### config.mk
export PLATFORM = sky130hd
export DESIGN_NAME = mem_port_arbiter
export DESIGN_NICKNAME = d
export VERILOG_FILES = /design/src/rtl/mips_mem_pkg.sv /design/src/rtl/mem_arb_pick.sv /design/src/rtl/mem_port_arbiter.sv
export SDC_FILE = /design/constraint.sdc
export NUM_CORES = 1
export LEC_CHECK = 0
export CORE_UTILIZATION = 44
export CTS_CLUSTER_SIZE = 10
export DETAILED_ROUTE_END_ITERATION = 6
export PLACE_DENSITY = 0.81
export SYNTH_ARGS = -nofsm -noshare
export SYNTH_HDL_FRONTEND = slang
export SYNTH_SLANG_ARGS = --single-unit
### constraint.sdc
create_clock -name clock -period 2.4 [get_ports clock]
set_clock_uncertainty 0.15 [all_clocks]
set_input_delay 0.48 -clock clock [delete_from_list [all_inputs] [get_ports clock]]
set_output_delay 0.48 -clock clock [all_outputs]
set_load 0.005 [all_outputs]
### src/rtl/mips_mem_pkg.sv
// Shared types and defaults for the IF/MEM memory-port arbiter.
package mips_mem_pkg;

  typedef enum logic [1:0] {
    IDLE  = 2'd0,
    ISSUE = 2'd1,
    WAIT  = 2'd2,
    ACK   = 2'd3
  } state_t;

  localparam logic PORT_IF = 1'b0;
  localparam logic PORT_DM = 1'b1;

  localparam int ADDR_W_DEF     = 32;
  localparam int DATA_W_DEF     = 32;
  localparam int STARVE_MAX_DEF = 4;
  localparam int TIMEOUT_DEF    = 16;

  // Counter widths cover the full legal parameter ranges (1..15, 2..255).
  localparam int STARVE_W = 4;
  localparam int WAIT_W   = 8;

endpackage

### src/rtl/mem_arb_pick.sv
// Winner select between fetch and data ports, with the fetch-starvation counter.
module mem_arb_pick
  import mips_mem_pkg::*;
#(
  parameter int STARVE_MAX = STARVE_MAX_DEF
) (
  input  logic clock,
  input  logic reset_n,
  input  logic pick_en,
  input  logic if_req,
  input  logic dm_req,
  output logic req_any,
  output logic port
);

  localparam logic [STARVE_W-1:0] STARVE_LIM = STARVE_W'(STARVE_MAX);

  logic [STARVE_W-1:0] starve_cnt;
  logic                if_forced;

  always_comb begin
    req_any   = if_req | dm_req;
    if_forced = if_req && (starve_cnt == STARVE_LIM);
    port      = (dm_req && !if_forced) ? PORT_DM : PORT_IF;
  end

  // Counts data wins taken while a fetch was waiting; a fetch win clears it.
  always_ff @(posedge clock or negedge reset_n) begin
    if (!reset_n) begin
      starve_cnt <= '0;
    end else if (pick_en && req_any) begin
      if (port == PORT_IF) begin
        starve_cnt <= '0;
      end else if (if_req && (starve_cnt != STARVE_LIM)) begin
        starve_cnt <= starve_cnt + 1'b1;
      end
    end
  end

endmodule

### src/rtl/mem_port_arbiter.sv
// Shares one single-port memory between instruction fetch and data access,
// one outstanding transaction at a time, with timeout abort.
module mem_port_arbiter
  import mips_mem_pkg::*;
#(
  parameter int ADDR_W     = ADDR_W_DEF,
  parameter int DATA_W     = DATA_W_DEF,
  parameter int STARVE_MAX = STARVE_MAX_DEF,
  parameter int TIMEOUT    = TIMEOUT_DEF
) (
  input  logic              clock,
  input  logic              reset_n,
  input  logic              if_req,
  input  logic [ADDR_W-1:0] if_addr,
  output logic [DATA_W-1:0] if_rdata,
  output logic              if_ack,
  input  logic              dm_req,
  input  logic              dm_we,
  input  logic [ADDR_W-1:0] dm_addr,
  input  logic [DATA_W-1:0] dm_wdata,
  output logic [DATA_W-1:0] dm_rdata,
  output logic              dm_ack,
  output logic              mem_en,
  output logic              mem_we,
  output logic [ADDR_W-1:0] mem_addr,
  output logic [DATA_W-1:0] mem_wdata,
  input  logic [DATA_W-1:0] mem_rdata,
  input  logic              mem_valid,
  output logic              if_stall,
  output logic              dm_stall,
  output logic              err_timeout
);

  localparam logic [WAIT_W-1:0] WAIT_LAST = WAIT_W'(TIMEOUT - 1);

  state_t            state, state_next;
  logic              winner;
  logic [WAIT_W-1:0] wait_cnt;
  logic              pick_req, pick_port;
  logic              wait_expired;

  assign wait_expired = (wait_cnt == WAIT_LAST);

  mem_arb_pick #(
    .STARVE_MAX(STARVE_MAX)
  ) u_pick (
    .clock   (clock),
    .reset_n (reset_n),
    .pick_en (state == IDLE),
    .if_req  (if_req),
    .dm_req  (dm_req),
    .req_any (pick_req),
    .port    (pick_port)
  );

  always_ff @(posedge clock or negedge reset_n) begin
    if (!reset_n) state <= IDLE;
    else          state <= state_next;
  end

  always_comb begin
    state_next = state;
    case (state)
      IDLE:    if (pick_req) state_next = ISSUE;
      ISSUE:   state_next = WAIT;
      WAIT:    if (mem_valid || wait_expired) state_next = ACK;
      ACK:     state_next = IDLE;
      default: state_next = IDLE;
    endcase
  end

  // Stalls are masked during reset so every output reads zero.
  always_comb begin
    mem_en   = (state == ISSUE);
    if_ack   = (state == ACK) && (winner == PORT_IF);
    dm_ack   = (state == ACK) && (winner == PORT_DM);
    if_stall = reset_n & if_req & ~if_ack;
    dm_stall = reset_n & dm_req & ~dm_ack;
  end

  always_ff @(posedge clock or negedge reset_n) begin
    if (!reset_n) begin
      winner      <= PORT_IF;
      mem_we      <= 1'b0;
      mem_addr    <= '0;
      mem_wdata   <= '0;
      wait_cnt    <= '0;
      if_rdata    <= '0;
      dm_rdata    <= '0;
      err_timeout <= 1'b0;
    end else begin
      case (state)
        IDLE: begin
          if (pick_req) begin
            winner <= pick_port;
            if (pick_port == PORT_DM) begin
              mem_addr  <= dm_addr;
              mem_we    <= dm_we;
              mem_wdata <= dm_wdata;
            end else begin
              mem_addr  <= if_addr;
              mem_we    <= 1'b0;
              mem_wdata <= '0;
            end
          end
        end
        ISSUE: wait_cnt <= '0;
        WAIT: begin
          if (mem_valid) begin
            if (!mem_we) begin
              if (winner == PORT_IF) if_rdata <= mem_rdata;
              else                   dm_rdata <= mem_rdata;
            end
          end else begin
            wait_cnt <= wait_cnt + 1'b1;
            if (wait_expired) begin
              err_timeout <= 1'b1;
              if (winner == PORT_IF) if_rdata <= '0;
              else                   dm_rdata <= '0;
            end
          end
        end
        default: ;
      endcase
    end
  end

endmodule

# Word level (Yosys, flattened, before mapping)
# Cells that the tools add are included.
dict set report op_classes {
  reduce_logical 18
  add_sub_neg 2
  n_eq_ne 11
  n_bitwise 9
  mux 21
}
# op count
set op_table {}
lappend op_table {{2-to-1 mux 32 bit} 12}
lappend op_table {{one-hot mux 8 bit (2 select lines)} 1}
lappend op_table {{adder 8 x 1 -> 8 bit, second input constant} 1}
lappend op_table {{equality test 8 x 4 -> 1 bit, second input constant} 1}
lappend op_table {{2-to-1 mux 4 bit} 2}
lappend op_table {{2-to-1 mux 8 bit} 1}
lappend op_table {{!= test 2 bit, second input constant} 4}
lappend op_table {{one-hot mux 2 bit (4 select lines)} 1}
lappend op_table {{AND reduction 2 bit} 4}
lappend op_table {{AND reduction 4 bit} 2}
lappend op_table {{logical AND 1 bit} 6}
lappend op_table {{adder 4 x 1 -> 4 bit, second input constant} 1}
lappend op_table {{bitwise AND 1 bit} 4}
lappend op_table {{equality test 2 bit, second input constant} 2}
lappend op_table {{equality test 4 x 3 -> 1 bit, second input constant} 1}
lappend op_table {{2-to-1 mux 2 bit} 2}
lappend op_table {{!= test 4 x 3 -> 1 bit, second input constant} 1}
lappend op_table {{NOT 1 bit} 4}
lappend op_table {{nonzero test 2 bit} 2}
lappend op_table {{AND reduction 3 bit} 1}
lappend op_table {{equality test 2 x 1 -> 1 bit, second input constant} 1}
lappend op_table {{logical NOT 2 bit} 1}
lappend op_table {{2-to-1 mux 1 bit} 2}
lappend op_table {{!= test 2 x 1 -> 1 bit, second input constant} 1}
lappend op_table {{other kinds (3)} 3}
dict set report totals {
  out_inout_bits 135
  in_bits 134
  word_cells 71
  register_bits 145
}

# Depth between registers and ports, before layout
# Gate-level depths: netlist of run 1.
dict set report depth {
  word_depth 7
  ltp_mapped 7
  depth_no_buf 5
}

# By module
# From an unflattened synthesis of run 1, not the netlist that was laid out.
dict set report unflattened {
  hier_cells 707
  area_unflattened_um2 6754.0
}
# module cells_per_inst instances area_per_inst_um2 seq_area_each_um2
set modules_own_cells {}
lappend modules_own_cells {mem_port_arbiter 678 1 6492.5 3528.4}
lappend modules_own_cells {mem_arb_pick 29 1 261.5 100.1}

# Least setup slack after synthesis of run 1
# No wires, ideal clock.
dict set report synth_path {
  path_kind {flip-flop to flip-flop}
  from {register state[0]}
  to {register if_rdata[0]}
  required_time_ps 2167
  arrival_ps 1642
  synth_period_minus_slack_ps 1874
  path_slack_ps 526
  path_stages_with_launch 7
  setup_ps 83
  path_buffers 1
  path_cell_list {dfrtp_1 -> inv_1 -> ha_1 -> nor4bb_1 -> clkbuf_1 -> a22oi_1 -> o21ai_0}
}
dict set report synth_via {
  elab_chain_cells 2
}
# element line
set synth_lines {}
lappend synth_lines {{start, declared} mem_port_arbiter.sv:36} ;# state_t state, state_next;
lappend synth_lines {{start signal, assigned} mem_port_arbiter.sv:58} ;# else state <= state_next;
lappend synth_lines {{equality test 2 bit} mem_port_arbiter.sv:92} ;# case (state)
lappend synth_lines {{AND reduction 4 bit (no line)} n/a}
lappend synth_lines {{end signal, assigned} mem_port_arbiter.sv:111} ;# if (winner == PORT_IF) if_rdata <= mem_rdata;
lappend synth_lines {{end, declared} mem_port_arbiter.sv:15} ;# output logic [DATA_W-1:0] if_rdata,
# No other way between the ends.
# A chain may end at the register's enable or synchronous reset.

# Worst setup path after layout of run 1
dict set report layout_path {
  from {register state[1]}
  to {output port if_ack}
}
dict set report layout_via {
  elab_chain_cells 2
}
# element line
set layout_lines {}
lappend layout_lines {{equality test 2 bit} mem_port_arbiter.sv:75} ;# if_ack = (state == ACK) && (winner == PORT_IF);
lappend layout_lines {{logical AND 1 bit} mem_port_arbiter.sv:75}
lappend layout_lines {{end, declared} mem_port_arbiter.sv:16} ;# output logic if_ack,
# No other way between the ends.

==> impl_metrics.xml, run 1 <==
<?xml version="1.0" encoding="UTF-8"?>
<metrics>
  <group name="yosys">
    <metric name="mappedNetlistArea" unit="um2">6700</metric>
    <metric name="synth_sequential_area_ratio" unit="%">54.1</metric>
    <metric name="synthesis.area_per_instance" unit="um2">9.81</metric>
    <metric name="synth-async-reset-ratio" unit="%">100</metric>
    <metric name="ys_ff_latch" unit="">145</metric>
    <metric name="synthesis.yosys.warnings" unit="">0</metric>
    <metric name="mappedNetlistNets" unit="">825</metric>
    <metric name="synthFlopType" unit="">dfrtp_1</metric>
    <metric name="postSynthCellCount" unit="">683</metric>
    <metric name="yosysUniqueCellTypes" unit="">49</metric>
    <metric name="edff_count_synth" unit="">0</metric>
  </group>
  <group name="power">
    <metric name="leak_pwr" unit="nW">4.37</metric>
    <metric name="power" unit="mW">12.7</metric>
    <metric name="net-switching-power" unit="mW">4.32</metric>
    <metric name="power_density" unit="nW/um2">1240</metric>
    <metric name="ir_drop" unit="uV">629</metric>
    <metric name="seq_power_share" unit="%">33.1</metric>
    <metric name="combPwrFrac" unit="%">45.5</metric>
    <metric name="cell_internal_pwr" unit="mW">8.40</metric>
    <metric name="p_clk_share" unit="%">21.5</metric>
    <metric name="switching_share" unit="%">33.9</metric>
  </group>
  <group name="detailed_routing">
    <metric name="post_drt_via_cell_ratio" unit="">5.54</metric>
    <metric name="vias" unit="">6273</metric>
    <metric name="detailedRoute.firstPassIterationCount" unit="">7</metric>
    <metric name="route.detailed.wl_per_inst" unit="um">17.7</metric>
    <metric name="drc_errors" unit="">19</metric>
    <metric name="finalWirelength" unit="um">20100</metric>
    <metric name="drt_iter0_drc" unit="">522</metric>
    <metric name="antenna_viol_nets_final" unit="">0</metric>
  </group>
  <group name="timing">
    <metric name="fmax" unit="MHz">426</metric>
    <metric name="min_period_over_period" unit="%">97.8</metric>
    <metric name="fin_hold_ws" unit="ns">0.315</metric>
    <metric name="finalWorstSetupSlack" unit="ns">0.0536</metric>
    <metric name="setup_violations" unit="">0</metric>
    <metric name="setup_tns" unit="ns">0</metric>
    <metric name="final-hold-violation-count" unit="">0</metric>
    <metric name="rsz0062_at_grt" unit="">no</metric>
    <metric name="final_period_minus_worst_setup_slack" unit="ns">2.35</metric>
    <metric name="worst_slew_margin_rel" unit="%">44.8</metric>
    <metric name="worst_pin_slew" unit="ns">0.827</metric>
    <metric name="slew_violations" unit="">0</metric>
  </group>
  <group name="global_routing">
    <metric name="grt_remaining_overflow" unit="">0</metric>
    <metric name="grt_usage" unit="%">26.2</metric>
    <metric name="grt_first_pass_wirelength" unit="um">32500</metric>
    <metric name="pin_count_of_the_biggest_net_entering_global_routing" unit="">135</metric>
    <metric name="first_global_vias" unit="">6129</metric>
    <metric name="grt_antenna_before_repair" unit="">0</metric>
  </group>
  <group name="run_status">
    <metric name="status" unit="">finished, violations left</metric>
    <metric name="violations" unit="">design-rule violations</metric>
  </group>
  <group name="placed_design">
    <metric name="place_worst_setup_slack" unit="ns">0.112</metric>
    <metric name="gp_congestion" unit="">0.798</metric>
    <metric name="place.port_buffers" unit="">268</metric>
    <metric name="hpwl" unit="um">13700</metric>
  </group>
  <group name="cells_and_area">
    <metric name="mostFrequentLayoutCell" unit="">clkdlybuf4s50_1</metric>
    <metric name="antenna_cells_inserted" unit="">0</metric>
    <metric name="area_growth_syn_to_layout" unit="%">52.7</metric>
    <metric name="most-common-layout-cells" unit="">clkdlybuf4s50_1, dfrtp_1, nand2_1</metric>
    <metric name="total_number_of_nets_in_the_final_design" unit="">1077</metric>
    <metric name="post_route_cells_drive_above_1_share" unit="%">7.28</metric>
  </group>
  <group name="die">
    <metric name="core-area" unit="um2">14700</metric>
    <metric name="die_w" unit="um">125</metric>
    <metric name="core.rowCount" unit="">44</metric>
    <metric name="start_util" unit="%">45.6</metric>
    <metric name="die_extent_in_y" unit="um">125</metric>
    <metric name="pin_count" unit="">269</metric>
    <metric name="fp.dieArea" unit="um2">15700</metric>
  </group>
  <group name="setup_path">
    <metric name="critPathLaunchType" unit="">flip-flop</metric>
    <metric name="timing.critical_path.required" unit="ns">1.77</metric>
    <metric name="critPathArrivalTime" unit="ns">1.72</metric>
    <metric name="timing_worst_setup_path_type" unit="">flip-flop to output port</metric>
    <metric name="worstSetupEndpointType" unit="">output port</metric>
    <metric name="critPathMaxFanout" unit="">4</metric>
  </group>
  <group name="cts">
    <metric name="clk_path_buf_depth" unit="">2</metric>
    <metric name="clkLatencyLatePin" unit="ns">0.42</metric>
    <metric name="ctsHtreeMaxLevel" unit="">4</metric>
    <metric name="cts-root-buf" unit="">clkbuf_16</metric>
    <metric name="cts_inserted_buffers" unit="">17</metric>
    <metric name="cts_tree" unit="">done</metric>
    <metric name="path_clk_slew" unit="ns">0.06</metric>
    <metric name="tritoncts_num_sinks" unit="">145</metric>
  </group>
  <group name="worst_hold_path">
    <metric name="min_path_type" unit="">flip-flop to flip-flop</metric>
  </group>
  <group name="job">
    <metric name="maxCapViolCount" unit="">0</metric>
  </group>
</metrics>
==> critical path: stages, from the launching register on <==
cell and delay [ns]:
dfrtp_1 0.41, ha_2 0.22, nor2b_4 0.16, clkdlybuf4s50_1 0.51
==> area by class of cell <==
| cell class | count | area (um2) |
|---|---|---|
| clock buffers | 19 | 443 |
| clock inverters | 13 | 161 |
| fillers | 1128 | 4460 |
| inverters | 8 | 30.0 |
| multi-input cells | 469 | 2790 |
| flip-flops and latches | 145 | 3630 |
| well taps | 184 | 230 |
| repair buffers | 294 | 2950 |
==> synth_stat cells (all sizes together), types with 2 or more instances <==
cell | count | area share, %
nand4b | 2 | 0.35
o22ai | 2 | 0.19
nor2 | 4 | 0.22
a22o | 33 | 4.3
nand4 | 33 | 3.1
a31oi | 2 | 0.19
a21o | 3 | 0.34
o21ai | 66 | 4.9
nand2 | 143 | 8.0
o41ai | 2 | 0.26
inv | 8 | 0.45
nor2b | 32 | 3.0
ha | 8 | 1.5
nor4bb | 2 | 0.30
dfrtp | 145 | 54
buf | 14 | 1.8
xnor2 | 3 | 0.39
o311ai | 4 | 0.52
clkbuf | 47 | 2.7
nand2b | 7 | 0.65
a22oi | 31 | 3.5
a21oi | 31 | 2.3
nand3b | 2 | 0.22
and2 | 3 | 0.28
nor3b | 2 | 0.22
o211ai | 34 | 3.8
nand3 | 5 | 0.37
==> timing repair <==
item,CTS,global route
gates resized for setup,4,2
endpoints found under the setup margin,3,1
setup buffers,1,0
pin swaps,0,1
hold endpoints to repair,11,0
hold buffers,1,0
cloned,0,0
==> routing by layer <==
metal	routed length (um)	up-vias	global-route usage, %
met1	8240	3037	33.0
met2	9750	259	42.4
met5	0	-	0
met3	1620	30	7.45
met4	475	0	11.1
li1	-	2947	-
==> logic make-up after synthesis <==
kind of cell	Yosys count	synth area share, %
DFF	145	54.1
and+or+nand+nor	244	17.9
muxes	2	0.317
buffers and inverters	69	4.97
AOI/OAI and AO/OA	212	20.8
xor gates and xnor gates	3	0.392
adders and majority gates	8	1.49
==> final timing paths <==
kind                                 to  depth (start not counted)         from  slack (ns)
min reg2reg                 err_timeout                          1  err_timeout        0.32
min in group asynchronous  mem_addr[12]                          2      reset_n        0.37
max                              if_ack                          3     state[1]        0.05
max in group asynchronous   mem_addr[1]                          3      reset_n        0.71
min                         err_timeout                          1  err_timeout        0.32
max reg2reg                 wait_cnt[7]                          7     state[0]        0.22
==> power by group through the flow <==
stage / Sequential, mW / Clock [mW] / Combinational, mW
2_1_floorplan: 4.19 / 0 / 2.61
3_3_place_gp: 4.19 / 0 / 5.64
3_5_place_dp: 4.23 / 0 / 5.78
4_1_cts: 4.21 / 2.77 / 5.82
5_1_grt: 4.35 / 2.88 / 6.34
6_report: 4.21 / 2.73 / 5.78
==> sequential cells by signal, summed over array words and instances, names as in the netlist <==
register,flops
mem_addr,32
dm_rdata,32
err_timeout,1
wait_cnt,8
mem_wdata,32
winner,1
state,2
mem_we,1
if_rdata,32
u_pick.starve_cnt,4
==> per-stage QoR <==
step / area, um2 / std cells / util, %
after floorplan: 6700 / 683 / -
after global placement: 9600 / 1098 / 65.3
after detailed placement: 9600 / 1098 / 65.3
after CTS: 10200 / 1132 / 69.6
after global routing: 10200 / 1132 / 69.6
final: 10200 / 1132 / 69.6
Power figures use the tool's default switching activity.
==> run 2: changes to the inputs <==
- CAP_MARGIN: unset -> 20
- CORE_UTILIZATION: 44 -> 30
- PLACE_DENSITY: 0.81 -> unset
==> run 2 against run 1 <==
Compared with the run above:
- the flow now finishes without violations
- critical path depth is 2 higher
- via count is 2.1% lower
- worst setup slack better by 0.048 ns
- sequential power is 1% lower
- clock-buffer cell count is 3 higher
- utilization is 22 points lower
- die area is 46% higher
- critical path type is now primary input to output port
- largest power group unchanged
==> impl_metrics.xml, run 2 (same netlist as run 1, synthesis figures left out) <==
<?xml version="1.0" encoding="UTF-8"?>
<metrics>
  <group name="detailed_routing">
    <metric name="drc_errors" unit="">0</metric>
    <metric name="drt_iter0_drc" unit="">228</metric>
    <metric name="vias" unit="">6142</metric>
    <metric name="antenna_viol_nets_final" unit="">0</metric>
    <metric name="post_drt_via_cell_ratio" unit="">5.00</metric>
    <metric name="detailedRoute.firstPassIterationCount" unit="">4</metric>
    <metric name="finalWirelength" unit="um">21600</metric>
    <metric name="route.detailed.wl_per_inst" unit="um">17.6</metric>
  </group>
  <group name="timing">
    <metric name="worst_slew_margin_rel" unit="%">49.2</metric>
    <metric name="final-hold-violation-count" unit="">0</metric>
    <metric name="setup_violations" unit="">0</metric>
    <metric name="final_period_minus_worst_setup_slack" unit="ns">2.30</metric>
    <metric name="fmax" unit="MHz">435</metric>
    <metric name="slew_violations" unit="">0</metric>
    <metric name="worst_pin_slew" unit="ns">0.762</metric>
    <metric name="min_period_over_period" unit="%">95.8</metric>
    <metric name="setup_tns" unit="ns">0</metric>
    <metric name="fin_hold_ws" unit="ns">0.315</metric>
    <metric name="rsz0062_at_grt" unit="">yes</metric>
  </group>
  <group name="setup_path">
    <metric name="timing.critical_path.required" unit="ns">1.77</metric>
    <metric name="timing.critical_path.slowest_cell_delay" unit="ns">0.58</metric>
    <metric name="critPathLaunchType" unit="">primary input</metric>
    <metric name="reg2reg_depth" unit="">7</metric>
    <metric name="rr_startpoint" unit="">state[0]</metric>
    <metric name="worst-r2r-setup-slack" unit="ns">0.27</metric>
    <metric name="critPathMaxFanout" unit="">4</metric>
    <metric name="crit_path_top_delay_cell" unit="">dlygate4sd3_1</metric>
    <metric name="timing_worst_setup_path_type" unit="">primary input to output port</metric>
    <metric name="worst_flop_to_flop_path_endpoint" unit="">wait_cnt[7]</metric>
    <metric name="critical_path.startpoint" unit="">reset_n</metric>
    <metric name="crit_chain" unit="">dlygate4sd3_1 -&gt; buf_6 -&gt; nand2_1 -&gt; nor2_1 -&gt; clkdlybuf4s15_1</metric>
    <metric name="critPathCapture" unit="">dm_stall</metric>
    <metric name="worstSetupEndpointType" unit="">output port</metric>
    <metric name="critPathArrivalTime" unit="ns">1.67</metric>
  </group>
  <group name="worst_hold_path">
    <metric name="min_path_cells" unit="">1</metric>
    <metric name="min_path_type" unit="">flip-flop to flip-flop</metric>
    <metric name="hold_start" unit="">err_timeout</metric>
  </group>
  <group name="cells_and_area">
    <metric name="total_number_of_nets_in_the_final_design" unit="">1078</metric>
    <metric name="mostFrequentLayoutCell" unit="">clkdlybuf4s50_1</metric>
    <metric name="final_non_filler_cells" unit="">1229</metric>
    <metric name="area_growth_syn_to_layout" unit="%">54.3</metric>
    <metric name="post_route_cells_drive_above_1_share" unit="%">7.27</metric>
    <metric name="antenna_cells_inserted" unit="">0</metric>
    <metric name="finish.utilization" unit="%">47.2</metric>
    <metric name="num-fill-cells" unit="">2125</metric>
    <metric name="most-common-layout-cells" unit="">clkdlybuf4s50_1, dfrtp_1, nand2_1</metric>
  </group>
  <group name="power">
    <metric name="ir_drop" unit="uV">381</metric>
    <metric name="leak_pwr" unit="nW">4.35</metric>
    <metric name="power_density" unit="nW/um2">1220</metric>
    <metric name="power" unit="mW">12.6</metric>
  </group>
  <group name="cts">
    <metric name="path_clk_slew" unit="ns">0.06</metric>
    <metric name="cts_tree" unit="">done</metric>
    <metric name="cts_inserted_buffers" unit="">17</metric>
    <metric name="ctsHtreeMaxLevel" unit="">4</metric>
    <metric name="tritoncts_num_sinks" unit="">145</metric>
    <metric name="cts-root-buf" unit="">clkbuf_16</metric>
    <metric name="clk_path_buf_depth" unit="">2</metric>
    <metric name="clkLatencyLatePin" unit="ns">0.41</metric>
  </group>
  <group name="die">
    <metric name="die_w" unit="um">151</metric>
    <metric name="die_extent_in_y" unit="um">151</metric>
    <metric name="start_util" unit="%">30.6</metric>
    <metric name="core-area" unit="um2">21900</metric>
    <metric name="fp.dieArea" unit="um2">22900</metric>
    <metric name="pin_count" unit="">269</metric>
    <metric name="core.rowCount" unit="">54</metric>
  </group>
  <group name="job">
    <metric name="maxCapViolCount" unit="">0</metric>
  </group>
  <group name="global_routing">
    <metric name="pin_count_of_the_biggest_net_entering_global_routing" unit="">137</metric>
    <metric name="grt_usage" unit="%">18.7</metric>
    <metric name="grt_antenna_before_repair" unit="">0</metric>
    <metric name="grt_first_pass_wirelength" unit="um">33300</metric>
    <metric name="grt_remaining_overflow" unit="">0</metric>
    <metric name="first_global_vias" unit="">5931</metric>
  </group>
  <group name="placed_design">
    <metric name="post-place-cells" unit="">1194</metric>
    <metric name="hpwl" unit="um">14400</metric>
    <metric name="place.port_buffers" unit="">268</metric>
    <metric name="gp_congestion" unit="">0.773</metric>
  </group>
  <group name="run_status">
    <metric name="status" unit="">completed</metric>
  </group>
</metrics>
run 2: worst min path at each step:
| stage | to | slack, ns |
|---|---|---|
| global route | err_timeout | 0.33 |
| finish | err_timeout | 0.31 |
| CTS | err_timeout | 0.32 |
| detailed placement | err_timeout | 0.30 |
| global placement | err_timeout | 0.30 |
| floorplan | dm_rdata[0] | 0.03 |
run 2: timing repair:
item / CTS / global route
setup endpoints to repair: 3 / 4
resized for setup: 5 / 4
hold endpoints to repair: 9 / 0
setup buffers: 1 / 1
hold buffers: 1 / 0
run 2: cell type report:
class	count	area [um2]	share of cell area [%]
clock buffer	22	464	4.49
clock inverter	10	103	0.992
inverter	8	30.0	0.290
multi-input combinational	469	2790	26.9
sequential	145	3630	35.1
tap	280	350	3.39
timing repair buffer	295	2980	28.8
run 2: worst max-delay path: cells and delay by family:
family	cells	cell delay [ns]
buffers and inverters	3	1.00
and+or+nand+nor	2	0.18
run 2: per-stage QoR:
step,setup slack (ns),cell area [um2]
finish,0.101,10300
floorplan,0.526,6700
global route,-0.00106,10300
detailed placement,0.0718,9740
CTS,0.0106,10300
global placement,0.0684,9740
run 2: layer usage:
layer,GRT usage (%),vias to the layer above,share of wire [%]
li1,-,2953,-
met1,24.5,2956,44
met2,28.8,226,46
met3,7.01,7,9.7
met4,4.90,0,0.51
met5,0,-,0
run 2: power by group:
part / internal, mW / switching [mW] / total [mW]
logic: 3.28 / 2.57 / 5.84
clock network: 1.49 / 1.09 / 2.58
registers: 3.48 / 0.693 / 4.17
==> run 3: changes to the inputs <==
- CORE_ASPECT_RATIO: unset -> 1.2
- GPL_TIMING_DRIVEN: unset -> 0
==> run 3 against run 2 <==
Compared with the run above:
- highest routed layer unchanged
- worst hold slack worse by 0.46 ns
- critical path type is now flip-flop to output port
- critical path depth is 2 lower
- clock power is 5% higher
- via count is 3.5% higher
- the run now ends with design-rule violations, negative hold slack left
==> impl_metrics.xml, run 3 (same netlist as run 1, synthesis figures left out) <==
<?xml version="1.0" encoding="UTF-8"?>
<metrics>
  <group name="setup_path">
    <metric name="critPathArrivalTime" unit="ns">1.74</metric>
    <metric name="worstSetupEndpointType" unit="">output port</metric>
    <metric name="crit_path_top_delay_cell" unit="">clkdlybuf4s50_1</metric>
    <metric name="top_family_by_delay_on_critical_path" unit="">buffers and inverters</metric>
    <metric name="timing.critical_path.required" unit="ns">1.77</metric>
    <metric name="timing_worst_setup_path_type" unit="">flip-flop to output port</metric>
    <metric name="critPathLaunchType" unit="">flip-flop</metric>
    <metric name="critPathMaxFanout" unit="">4</metric>
    <metric name="timing.critical_path.slowest_cell_delay" unit="ns">0.52</metric>
    <metric name="cp_num_buf_inv" unit="">1</metric>
    <metric name="crit_chain" unit="">ha_2 -&gt; and2_1 -&gt; clkdlybuf4s50_1</metric>
  </group>
  <group name="detailed_routing">
    <metric name="finalWirelength" unit="um">22800</metric>
    <metric name="drc_errors" unit="">38</metric>
    <metric name="antenna_viol_nets_final" unit="">0</metric>
    <metric name="post_drt_via_cell_ratio" unit="">5.06</metric>
    <metric name="vias" unit="">6354</metric>
    <metric name="route.detailed.wl_per_inst" unit="um">18.1</metric>
    <metric name="drt_iter0_drc" unit="">303</metric>
    <metric name="detailedRoute.firstPassIterationCount" unit="">7</metric>
  </group>
  <group name="cts">
    <metric name="clkLatencyLatePin" unit="ns">0.43</metric>
    <metric name="cts-root-buf" unit="">clkbuf_16</metric>
    <metric name="ctsHtreeMaxLevel" unit="">4</metric>
    <metric name="clk_path_buf_depth" unit="">2</metric>
    <metric name="cts_inserted_buffers" unit="">17</metric>
    <metric name="tritoncts_num_sinks" unit="">145</metric>
    <metric name="path_clk_slew" unit="ns">0.07</metric>
    <metric name="cts_tree" unit="">done</metric>
  </group>
  <group name="die">
    <metric name="core.rowCount" unit="">59</metric>
    <metric name="die_extent_in_y" unit="um">166</metric>
    <metric name="core-area" unit="um2">21800</metric>
    <metric name="pin_count" unit="">269</metric>
    <metric name="fp.dieArea" unit="um2">22900</metric>
    <metric name="die_w" unit="um">138</metric>
    <metric name="start_util" unit="%">30.8</metric>
  </group>
  <group name="cells_and_area">
    <metric name="multi_input_area" unit="um2">2780</metric>
    <metric name="post_route_cells_drive_above_1_share" unit="%">7.64</metric>
    <metric name="total_number_of_nets_in_the_final_design" unit="">1112</metric>
    <metric name="seq_area" unit="um2">3630</metric>
    <metric name="area_growth_syn_to_layout" unit="%">55.4</metric>
    <metric name="num-fill-cells" unit="">2048</metric>
    <metric name="most-common-layout-cells" unit="">clkdlybuf4s50_1, dfrtp_1, nand2_1</metric>
    <metric name="mostFrequentLayoutCell" unit="">clkdlybuf4s50_1</metric>
    <metric name="antenna_cells_inserted" unit="">0</metric>
  </group>
  <group name="run_status">
    <metric name="violations" unit="">design-rule violations, negative hold slack</metric>
    <metric name="status" unit="">finished, violations left</metric>
  </group>
  <group name="timing">
    <metric name="final-hold-violation-count" unit="">70</metric>
    <metric name="fmax" unit="MHz">423</metric>
    <metric name="setup_violations" unit="">0</metric>
    <metric name="rsz0062_at_grt" unit="">yes</metric>
    <metric name="final_period_minus_worst_setup_slack" unit="ns">2.37</metric>
    <metric name="slew_violations" unit="">0</metric>
    <metric name="worst_pin_slew" unit="ns">0.595</metric>
    <metric name="worst_slew_margin_rel" unit="%">60.3</metric>
    <metric name="fin_hold_ws" unit="ns">-0.142</metric>
    <metric name="min_period_over_period" unit="%">98.6</metric>
  </group>
  <group name="global_routing">
    <metric name="first_global_vias" unit="">6469</metric>
    <metric name="pin_count_of_the_biggest_net_entering_global_routing" unit="">76</metric>
    <metric name="grt_first_pass_wirelength" unit="um">36200</metric>
    <metric name="grt_usage" unit="%">20.3</metric>
    <metric name="grt_antenna_before_repair" unit="">0</metric>
    <metric name="grt_remaining_overflow" unit="">0</metric>
  </group>
  <group name="power">
    <metric name="leak_pwr" unit="nW">4.41</metric>
    <metric name="power_density" unit="nW/um2">1230</metric>
    <metric name="ir_drop" unit="uV">516</metric>
    <metric name="power" unit="mW">12.8</metric>
  </group>
  <group name="placed_design">
    <metric name="place.port_buffers" unit="">266</metric>
    <metric name="gp_congestion" unit="">0.859</metric>
    <metric name="hpwl" unit="um">16700</metric>
  </group>
  <group name="worst_hold_path">
    <metric name="min_path_type" unit="">primary input to asynchronous set/reset pin</metric>
  </group>
  <group name="job">
    <metric name="maxCapViolCount" unit="">0</metric>
  </group>
</metrics>
run 3: through the flow:
stage | util (%) | instances | instance area (um2) | setup slack, ns | TNS [ns]
finish | 47.8 | 1256 | 10400 | 0.0344 | 0
global route | 47.8 | 1256 | 10400 | -0.0535 | -0.0910
CTS | 47.8 | 1257 | 10400 | -0.106 | -0.106
detailed placement | 44.7 | 1224 | 9740 | -0.818 | -20.73
global placement | 44.6 | 1223 | 9710 | -5.77 | -863.65
floorplan | - | 683 | 6700 | 0.526 | 0
run 3: report_power, final:
part | leakage (nW) | switching [mW] | internal [mW]
registers | 1.64 | 0.720 | 3.47
clock network | 0.268 | 1.16 | 1.55
logic | 2.51 | 2.65 | 3.21
total | 4.41 | 4.53 | 8.23
run 3: layout make-up:
cell class / instances / area share, %
Inverter: 8 / 0.288
Clock inverter: 13 / 1.47
Buffer: 60 / 3.24
Tap cell: 274 / 3.29
Clock buffer: 18 / 4.12
Timing Repair Buffer: 269 / 26.1
Multi-Input combinational cell: 469 / 26.7
Sequential cell: 145 / 34.8
run 3: what timing repair did:
action	CTS	global route
setup buffers	2	0
endpoints found under the hold margin	70	70
gates resized for setup	22	20
pin swaps	1	0
cloned	0	0
endpoints found under the setup margin	35	76
run 3: path summary, 6_finish.rpt:
check                                          start            to  slack, ns  depth (start not counted)
max in group asynchronous                    reset_n   if_rdata[4]       1.45                          2
worst max-delay path                        state[0]        dm_ack       0.03                          3
worst max register to register  u_pick.starve_cnt[0]  mem_addr[10]       0.19                          7
worst min register to register           err_timeout   err_timeout       0.32                          1
min in group clock                         mem_valid   wait_cnt[0]       0.31                          4
worst min-delay path                         reset_n  if_rdata[16]      -0.14                          1
run 3: worst reg2reg max path: cells and delay by family (launching register included):
kind | cells | cell delay, ns
fa+ha+maj | 1 | 0.20
flops | 1 | 0.42
compound gates | 1 | 0.18
buf+inv | 3 | 0.74
simple gates | 2 | 0.38
run 3: metal layers:
layer	vias up	GRT usage, %	wire length [um]	part of all wire, %
li1	3018	-	-	-
met1	3014	24.3	9270	41
met2	285	33.1	10800	47
met3	37	6.34	2040	9.0
met4	0	9.72	701	3.1
met5	-	0	0	0
